<file path="src/rtl/regfile_pkg.sv">
// regfile_pkg: shared defaults and address qualification for the scoreboarded register file.
package regfile_pkg;

   localparam int RF_DEFAULT_DATA_W   = 16;
   localparam int RF_DEFAULT_NUM_REGS = 4;

   // True when addr names a real, writable register (register 0 is dead when zero_reg is set).
   function automatic logic rf_addr_ok(input int addr, input int num_regs, input int zero_reg);
      return addr < num_regs && !(zero_reg != 0 && addr == 0);
   endfunction

endpackage

</file>
<file path="src/rtl/regfile_scoreboard.sv">
// regfile_scoreboard: per-register busy bits set by claims, cleared by writeback, with sticky double-claim flag.
module regfile_scoreboard
   import regfile_pkg::*;
#(
   parameter int NUM_REGS = RF_DEFAULT_NUM_REGS,
   parameter int ADDR_W   = $clog2(NUM_REGS),
   parameter int ZERO_REG = 0
) (
   input  logic                clk,
   input  logic                reset,
   input  logic                wr_en,
   input  logic [ADDR_W-1:0]   wr_addr,
   input  logic                claim_en,
   input  logic [ADDR_W-1:0]   claim_addr,
   output logic [NUM_REGS-1:0] busy_vec,
   output logic                claim_err
);

   logic [NUM_REGS-1:0] busy_q, busy_d;
   logic                err_q, err_d;
   logic                wr_ok, cl_ok;

   always_comb begin
      wr_ok  = wr_en && rf_addr_ok(32'(wr_addr), NUM_REGS, ZERO_REG);
      cl_ok  = claim_en && rf_addr_ok(32'(claim_addr), NUM_REGS, ZERO_REG);
      busy_d = busy_q;
      err_d  = err_q;
      if (wr_ok) busy_d[wr_addr] = 1'b0;
      // Claim after clear so a same-address write+claim leaves the register busy.
      if (cl_ok) busy_d[claim_addr] = 1'b1;
      if (cl_ok && busy_q[claim_addr] && !(wr_ok && wr_addr == claim_addr)) err_d = 1'b1;
   end

   always_ff @(posedge clk) begin
      if (reset) begin
         busy_q <= '0;
         err_q  <= 1'b0;
      end else begin
         busy_q <= busy_d;
         err_q  <= err_d;
      end
   end

   assign busy_vec  = busy_q;
   assign claim_err = err_q;

endmodule

</file>
<file path="src/rtl/regfile_sb.sv">
// regfile_sb: 2-read 1-write register file with busy scoreboard for RAW stall detection.
// Define RF_BYPASS_EN to forward same-cycle writeback data onto the read ports.
module regfile_sb
   import regfile_pkg::*;
#(
   parameter int DATA_W   = RF_DEFAULT_DATA_W,
   parameter int NUM_REGS = RF_DEFAULT_NUM_REGS,
   parameter int ADDR_W   = $clog2(NUM_REGS),
   parameter int ZERO_REG = 0
) (
   input  logic                clk,
   input  logic                reset,
   input  logic [ADDR_W-1:0]   rd_addr1,
   output logic [DATA_W-1:0]   rd_data1,
   output logic                rd_busy1,
   input  logic [ADDR_W-1:0]   rd_addr2,
   output logic [DATA_W-1:0]   rd_data2,
   output logic                rd_busy2,
   input  logic                wr_en,
   input  logic [ADDR_W-1:0]   wr_addr,
   input  logic [DATA_W-1:0]   wr_data,
   input  logic                claim_en,
   input  logic [ADDR_W-1:0]   claim_addr,
   output logic [NUM_REGS-1:0] busy_vec,
   output logic                claim_err
);

   logic [DATA_W-1:0] regs_q [NUM_REGS];
   logic [DATA_W-1:0] regs_d [NUM_REGS];
   logic              wr_ok;
`ifdef RF_BYPASS_EN
   logic              cl_ok;
`endif

   regfile_scoreboard #(
      .NUM_REGS (NUM_REGS),
      .ADDR_W   (ADDR_W),
      .ZERO_REG (ZERO_REG)
   ) u_sb (
      .clk        (clk),
      .reset      (reset),
      .wr_en      (wr_en),
      .wr_addr    (wr_addr),
      .claim_en   (claim_en),
      .claim_addr (claim_addr),
      .busy_vec   (busy_vec),
      .claim_err  (claim_err)
   );

   // Returns {busy, data} for one read port.
   function automatic logic [DATA_W:0] rd_port(input logic [ADDR_W-1:0] a);
      logic hit;
      logic live;
      hit  = 1'b0;
      live = rf_addr_ok(32'(a), NUM_REGS, ZERO_REG);
`ifdef RF_BYPASS_EN
      hit  = wr_ok && a == wr_addr;
      if (hit) return {cl_ok && claim_addr == a, wr_data};
`endif
      return {!hit && rf_addr_ok(32'(a), NUM_REGS, 0) && busy_vec[a],
              live ? regs_q[a] : {DATA_W{1'b0}}};
   endfunction

   always_comb begin
      wr_ok  = wr_en && rf_addr_ok(32'(wr_addr), NUM_REGS, ZERO_REG);
`ifdef RF_BYPASS_EN
      cl_ok  = claim_en && rf_addr_ok(32'(claim_addr), NUM_REGS, ZERO_REG);
`endif
      regs_d = regs_q;
      if (wr_ok) regs_d[wr_addr] = wr_data;
   end

   always_comb begin
      {rd_busy1, rd_data1} = rd_port(rd_addr1);
      {rd_busy2, rd_data2} = rd_port(rd_addr2);
   end

   always_ff @(posedge clk) begin
      if (reset) regs_q <= '{default: '0};
      else regs_q <= regs_d;
   end

endmodule

</file>
<file path="config.mk">
export PLATFORM = sky130hd
export DESIGN_NAME = regfile_sb
export DESIGN_NICKNAME = d
export VERILOG_FILES = /design/src/rtl/regfile_pkg.sv /design/src/rtl/regfile_scoreboard.sv /design/src/rtl/regfile_sb.sv
export SDC_FILE = /design/constraint.sdc
export NUM_CORES = 1
export LEC_CHECK = 0
export CAP_MARGIN = 20
export CELL_PAD_IN_SITES_DETAIL_PLACEMENT = 1
export CELL_PAD_IN_SITES_GLOBAL_PLACEMENT = 1
export CORE_AREA = 2 2 72 143
export CTS_CLUSTER_DIAMETER = 120
export DETAILED_ROUTE_END_ITERATION = 16
export DIE_AREA = 0 0 74 145
export PLACE_DENSITY_LB_ADDON = 0.1
export SLEW_MARGIN = 20
export SYNTH_ARGS = -nofsm -noshare
export SYNTH_HDL_FRONTEND = slang
export SYNTH_SLANG_ARGS = --single-unit
</file>
<file path="constraint.sdc">
create_clock -name clk -period 1.6 [get_ports clk]
set_input_delay 0.32 -clock clk [delete_from_list [all_inputs] [get_ports clk]]
set_output_delay 0.32 -clock clk [all_outputs]
set_load 0.01 [all_outputs]
</file>
==> key figures, run 1 <==
Floorplan
  – Initial Util: 34.6%
  – Die H: between 100 and 150 µm
  – FP Rows: 51
  – Core ar.: between 9000 and 10,000 µm²
  – Die W: around 74 µm
  – Die area: 10,700 µm²
  – Num ports: 67

Logic synthesis
  – Top post-synthesis cells by area: dfxtp_1 (41%), mux4_2 (23%), nand2_1 (15%), a21oi_1 (9.6%), buf_2 (2.0%)
  – Post-synthesis cell count: around 350
  – Mean post-synth cell area: around 9.4 µm²
  – Area leader, netlist: dfxtp_1
  – FF+latch count, synth: between 60 and 70
  – Seq/Total Area, Yosys: between 40% and 50%
  – YS warnings: 0
  – Async SR Flop Fraction: 0%
  – Distinct cell type count after synthesis: 24
  – EDFF count, synth: 0
  – Share of the synthesized area in the top cell type: 41.5%
  – Most instantiated cells after synthesis: nand2_1 (129), dfxtp_1 (69), a21oi_1 (64), mux4_2 (34), buf_2 (13)
  – Top FF cell, synth: dfxtp_1
  – Count leader, synth: nand2_1
  – Syn nets: around 380
  – Post-Syn Area: roughly 3300 µm²

Finish
  – Post-route design area: around 4800 µm²
  – Total Nets Final: around 480
  – Area delta synth->final: 43.1%
  – Finished Layout Cells: between 500 and 600
  – N_diodes: 0
  – Share of post-route cells with drive strength above 1: 40.0%

STA
  – Fin. Hold Viols: 0
  – Final setup viols: 9
  – Worst-margin pin slew: between 0.2 and 0.3 ns
  – RSZ-0062 raised after global routing: true
  – Final Slew Violations: 0
  – Minimum hold slack: approximately 0.33 ns
  – Final WS setup: -0.0138 ns
  – Worst clock skew: about 0.00048 ns
  – Fin crit share: 101%
  – Max Freq: around 620 MHz
  – Minimum clock period: roughly 1.6 ns
  – Relative slew slack: just over 80%

Run status
  – Failing checks: negative setup slack
  – Status: complete, but fails checks

Worst setup path
  – R2R Setup Slk: 0.49 ns
  – CP Data Required Time: between 1 and 1.5 ns
  – RR Endpoint: u_sb.claim_err
  – Max incr delay on CP: around 0.48 ns
  – CP startpoint: regs_q[40]
  – Crit. path cell count: 2
  – R2R cell count: 5
  – Worst Setup EP: rd_data2[8]
  – CP bufs+invs: 1
  – CP Launch Type: flip-flop
  – Top delay family on crit path: multiplexers
  – Reg-to-Reg Start: u_sb.busy_vec[2]
  – Crit Path Max Fanout: 3
  – Crit end category: primary output
  – CP arrival: between 1 and 1.5 ns
  – Critical path type: flip-flop to primary output
  – Critical-path top delay cell: mux4_2
  – Crit path cell chain: mux4_2 -> buf_6

Power and ir drop
  – Pleak: approximately 1.8 nW
  – Internal power: 3.17 mW
  – Sw frac: roughly a quarter
  – Sequential cell fraction of total power: between 40% and 50%
  – Net load switching power: 1.11 mW
  – Max VDD drop: between 0.5 and 0.6 mV
  – Power share of the clock group: between 40% and 50%
  – Comb pwr share: 15.3%
  – Total power: roughly 4.3 mW
  – PwrDens: roughly 900 nW/µm²

Global route
  – First-pass GRT wire length: around 17,000 µm
  – Largest net degree at the start of global routing: just over 40
  – Overflow after GRT: 0
  – Vias in the first global route: between 3,000 and 4,000
  – Total GRT Usage: between 20% and 30%
  – Initial antenna violation count: 0

Clocking
  – CTS root buffer: clkbuf_16
  – CTS Buf Count: 9
  – Clk slew on worst S/H paths: ~0.060 ns
  – Max H-tree Level: 3
  – CTS tree: done
  – Clk sinks: between 60 and 70
  – Clk_lat worst skew: approximately 0.34 ns
  – Clock Path Buffers: 2
  – # hold bufs at CTS: 0

Detailed routing
  – Detailed-route via count: 3,038
  – Drt drc: 0
  – 1st-iter DRT viols: 111
  – DRT Pass-1 Iters: 4
  – Routed Antenna Nets: 0
  – Wire per inst: 19.0 µm
  – Vias/cell: 5.18
  – WL final: about 11,000 µm

Placement
  – PortBufs: 66
  – Post-placement cell area: 4400 µm²
  – Placement Setup Slack: -0.784 ns
  – Global placement routability congestion: 0.759
  – Dpl hpwl: a little under 8000 µm
  – Placed cells: around 570

Hold path
  – Tightest Hold Check Type: input pin to flip-flop

Job
  – Maxcap violations: 0
-- cell families after synthesis --
family,Yosys count,share of synthesized area [%]
compound gates,71,11.3
xor+xnor,2,0.526
buf+inv,34,5.78
flops,69,41.5
mux,36,23.6
simple gates,142,17.3
-- cell usage in the layout (no fill, tap or decap), types with 2 or more instances in the layout --
cell type / Yosys / routed
nand2_1: 129 / 129
a21oi_1: 64 / 64
buf_4: 6 / 43
dfxtp_2: 0 / 42
mux4_2: 34 / 34
buf_6: 3 / 29
dfxtp_1: 69 / 27
clkdlybuf4s50_1: 0 / 23
buf_2: 13 / 11
clkbuf_16: 0 / 9
buf_12: 0 / 6
a2bb2oi_1: 4 / 4
nor2_1: 4 / 4
clkinv_2: 0 / 4
dlygate4sd2_1: 0 / 4
nand3b_1: 2 / 2
inv_1: 2 / 2
and3b_1: 2 / 2
mux2i_1: 2 / 2
xnor2_1: 2 / 2
buf_16: 0 / 2
-- cell type report --
class | instances | area [µm²]
fillers | 1097 | 4870
multi-input cells | 251 | 1760
flip-flops and latches | 69 | 1430
repair buffers | 118 | 1140
clock buffers | 10 | 229
well taps | 132 | 165
clock inverters | 5 | 28.8
inverters | 2 | 7.51
-- through the flow --
stage                     utilization [%]  TNS, ns
final                                49.5  -0.0523
after global routing                 49.5   -0.930
after CTS                            48.7   -0.383
after detailed placement             45.6   -29.87
after global placement               45.6   -28.11
after floorplan                         -        0
-- worst register-to-register path, stage by stage, from the launching register on --
cell,delay (ns)
dfxtp_2,0.34
buf_4,0.13
buf_4,0.12
mux2i_1,0.14
o22ai_1,0.11
o21a_1,0.17
-- worst min path at each step --
stage                from    endpoint  slack [ns]  cells past startpoint
2_1_floorplan  regs_q[28]  regs_q[28]        0.44                      2
3_3_place_gp   regs_q[62]  regs_q[62]        0.45                      2
3_5_place_dp    regs_q[1]   regs_q[1]        0.46                      2
4_1_cts             reset  regs_q[18]        0.33                      2
5_1_grt             reset  regs_q[51]        0.34                      2
6_report            reset  regs_q[18]        0.33                      2
-- power by group through the flow --
stage	Clock, mW	Sequential (mW)	Combinational, mW
after floorplan	0	1.85	0.314
after global placement	0	1.86	0.624
after detailed placement	0	1.86	0.637
after CTS	1.84	1.83	0.650
after global routing	1.93	1.84	0.701
final	1.79	1.83	0.654
-- per-layer routing --
metal,global-route usage [%],vias to the layer above,part of all wire [%]
li1,-,1432,-
met1,24.8,1519,38
met2,39.1,67,56
met3,4.24,20,2.9
met4,9.64,0,3.0
met5,0,-,0
-- sequential cells by signal (all words and copies together) (netlist names) --
signal          count
u_sb.busy_vec       4
u_sb.claim_err      1
regs_q             64
-- what timing repair did --
action | CTS | global route
resized for setup | 210 | 21
cloned | 2 | 0
setup buffers | 2 | 1
endpoints found under the setup margin | 38 | 34
Note: power is estimated with default switching activity, not from simulation.
==> run 2: changes to the inputs <==
- CTS_BUF_LIST: unset -> sky130_fd_sc_hd__clkbuf_16
==> key figures, run 2 (synthesis results as in run 1) <==
Floorplan
  – Die area: roughly 11,000 µm²
  – Core ar.: approximately 9600 µm²
  – FP Rows: ~50
  – Initial Util: roughly a third
  – Num ports: 67
  – Die H: 145 µm
  – Die W: 74 µm

Clocking
  – Clk slew on worst S/H paths: 0.06 ns
  – Max H-tree Level: 3
  – Clk sinks: 69
  – Clock Path Buffers: 2
  – CTS root buffer: clkbuf_16
  – CTS tree: done
  – CTS Buf Count: 9
  – Clk_lat worst skew: between 0.3 and 0.4 ns

Detailed routing
  – DRT Pass-1 Iters: 4
  – Wire per inst: 19.0 µm
  – WL final: between 10,000 and 15,000 µm
  – Routed Antenna Nets: 0
  – Vias/cell: around 5.2
  – 1st-iter DRT viols: 111
  – Drt drc: 0
  – Detailed-route via count: 3,038

Finish
  – Multi-input gate area: between 1500 and 2000 µm²
  – Total Nets Final: between 400 and 500
  – Max reg flops: 64
  – Area delta synth->final: 43.1%
  – Largest Register: regs_q
  – Share of post-route cells with drive strength above 1: about 40%
  – N_diodes: 0
  – Post-route design area: ~4800 µm²
  – # fillers: 1,097
  – Most frequent cells in the layout: nand2_1 (129), a21oi_1 (64), buf_4 (43)
  – Area occupied by registers: about 1400 µm²
  – Most common cell after layout, fill and taps aside: nand2_1

Worst setup path
  – CP Data Required Time: around 1.3 ns
  – CP Launch Type: flip-flop
  – Critical path type: flip-flop to primary output
  – Max incr delay on CP: about 0.48 ns
  – Top delay family on crit path: multiplexers
  – Critical-path top delay cell: mux4_2
  – Crit path cell chain: mux4_2 -> buf_6
  – Crit Path Max Fanout: 3
  – CP arrival: ~1.3 ns
  – CP bufs+invs: 1
  – Crit end category: primary output

Global route
  – Largest net degree at the start of global routing: 41
  – Initial antenna violation count: 0
  – Total GRT Usage: between 20% and 30%
  – Overflow after GRT: 0
  – First-pass GRT wire length: 17,300 µm
  – Vias in the first global route: ~3,200

STA
  – Worst-margin pin slew: between 0.2 and 0.3 ns
  – RSZ-0062 raised after global routing: true
  – Final Slew Violations: 0
  – Fin. Hold Viols: 0
  – Fin crit share: 101%
  – Relative slew slack: 82.9%
  – Final WS setup: -0.0138 ns
  – Max Freq: approximately 620 MHz
  – Setup TNS: -0.0525 ns
  – Final setup viols: 9
  – Worst clock skew: about 0.00048 ns
  – Minimum clock period: approximately 1.6 ns

Power and ir drop
  – PwrDens: approximately 900 nW/µm²
  – Pleak: approximately 1.8 nW
  – Max VDD drop: 0.562 mV
  – Total power: roughly 4.3 mW

Run status
  – Status: complete, but fails checks
  – Failing checks: negative setup slack

Job
  – Maxcap violations: 0

Placement
  – Post-placement cell area: roughly 4400 µm²
  – Dpl hpwl: 7840 µm
  – PortBufs: 66
  – Global placement routability congestion: roughly 0.76

Hold path
  – Tightest Hold Check Type: input pin to flip-flop
## run 2: metal layers
metal / wire (µm) / vias to the layer above / share of wire, % / track usage, %
li1: - / 1432 / - / -
met1: 4230 / 1519 / 38 / 24.8
met2: 6260 / 67 / 56 / 39.1
met3: 329 / 20 / 2.9 / 4.24
met4: 335 / 0 / 3.0 / 9.64
met5: 0 / - / 0 / 0
## run 2: worst paths after layout
path | endpoint | depth (start not counted) | from | slack, ns
hold reg to reg | regs_q[15] | 2 | regs_q[15] | 0.46
hold / removal | regs_q[18] | 2 | reset | 0.33
setup reg to reg | u_sb.claim_err | 5 | u_sb.busy_vec[2] | 0.49
setup / recovery | rd_data2[8] | 2 | regs_q[40] | -0.01
## run 2: what timing repair did
| item | 4_1_cts | 5_1_grt |
|---|---|---|
| buffers inserted | 2 | 1 |
| cloned | 2 | 0 |
| endpoints found under the hold margin | 0 | 0 |
| endpoints found under the setup margin | 38 | 34 |
| hold buffers | 0 | 0 |
| resized for setup | 210 | 21 |
## run 2: where the power goes
group          total, mW  internal (mW)  leakage, nW  switching, mW
clock               1.78           1.02        0.136          0.759
combinational      0.654          0.354         1.13          0.300
sequential          1.83           1.79        0.580         0.0478
total               4.27           3.16         1.84           1.11
## run 2: metrics by stage
stage               hold slack, ns  setup slack (ns)  instances  utilization [%]
floorplan                    0.443            0.0153        354                -
global placement             0.450            -0.761        567             45.6
detailed placement           0.462            -0.784        567             45.6
CTS                          0.327           -0.0425        586             48.7
global route                 0.337           -0.0520        587             49.5
finish                       0.332           -0.0138        587             49.5
## run 2: cell type report
class	instances	share of cell area [%]
Timing Repair Buffer	118	24.0
Sequential cell	69	30.1
Clock inverter	6	0.682
Multi-Input combinational cell	251	36.9
Inverter	2	0.157
Clock buffer	9	4.72
Tap cell	132	3.46
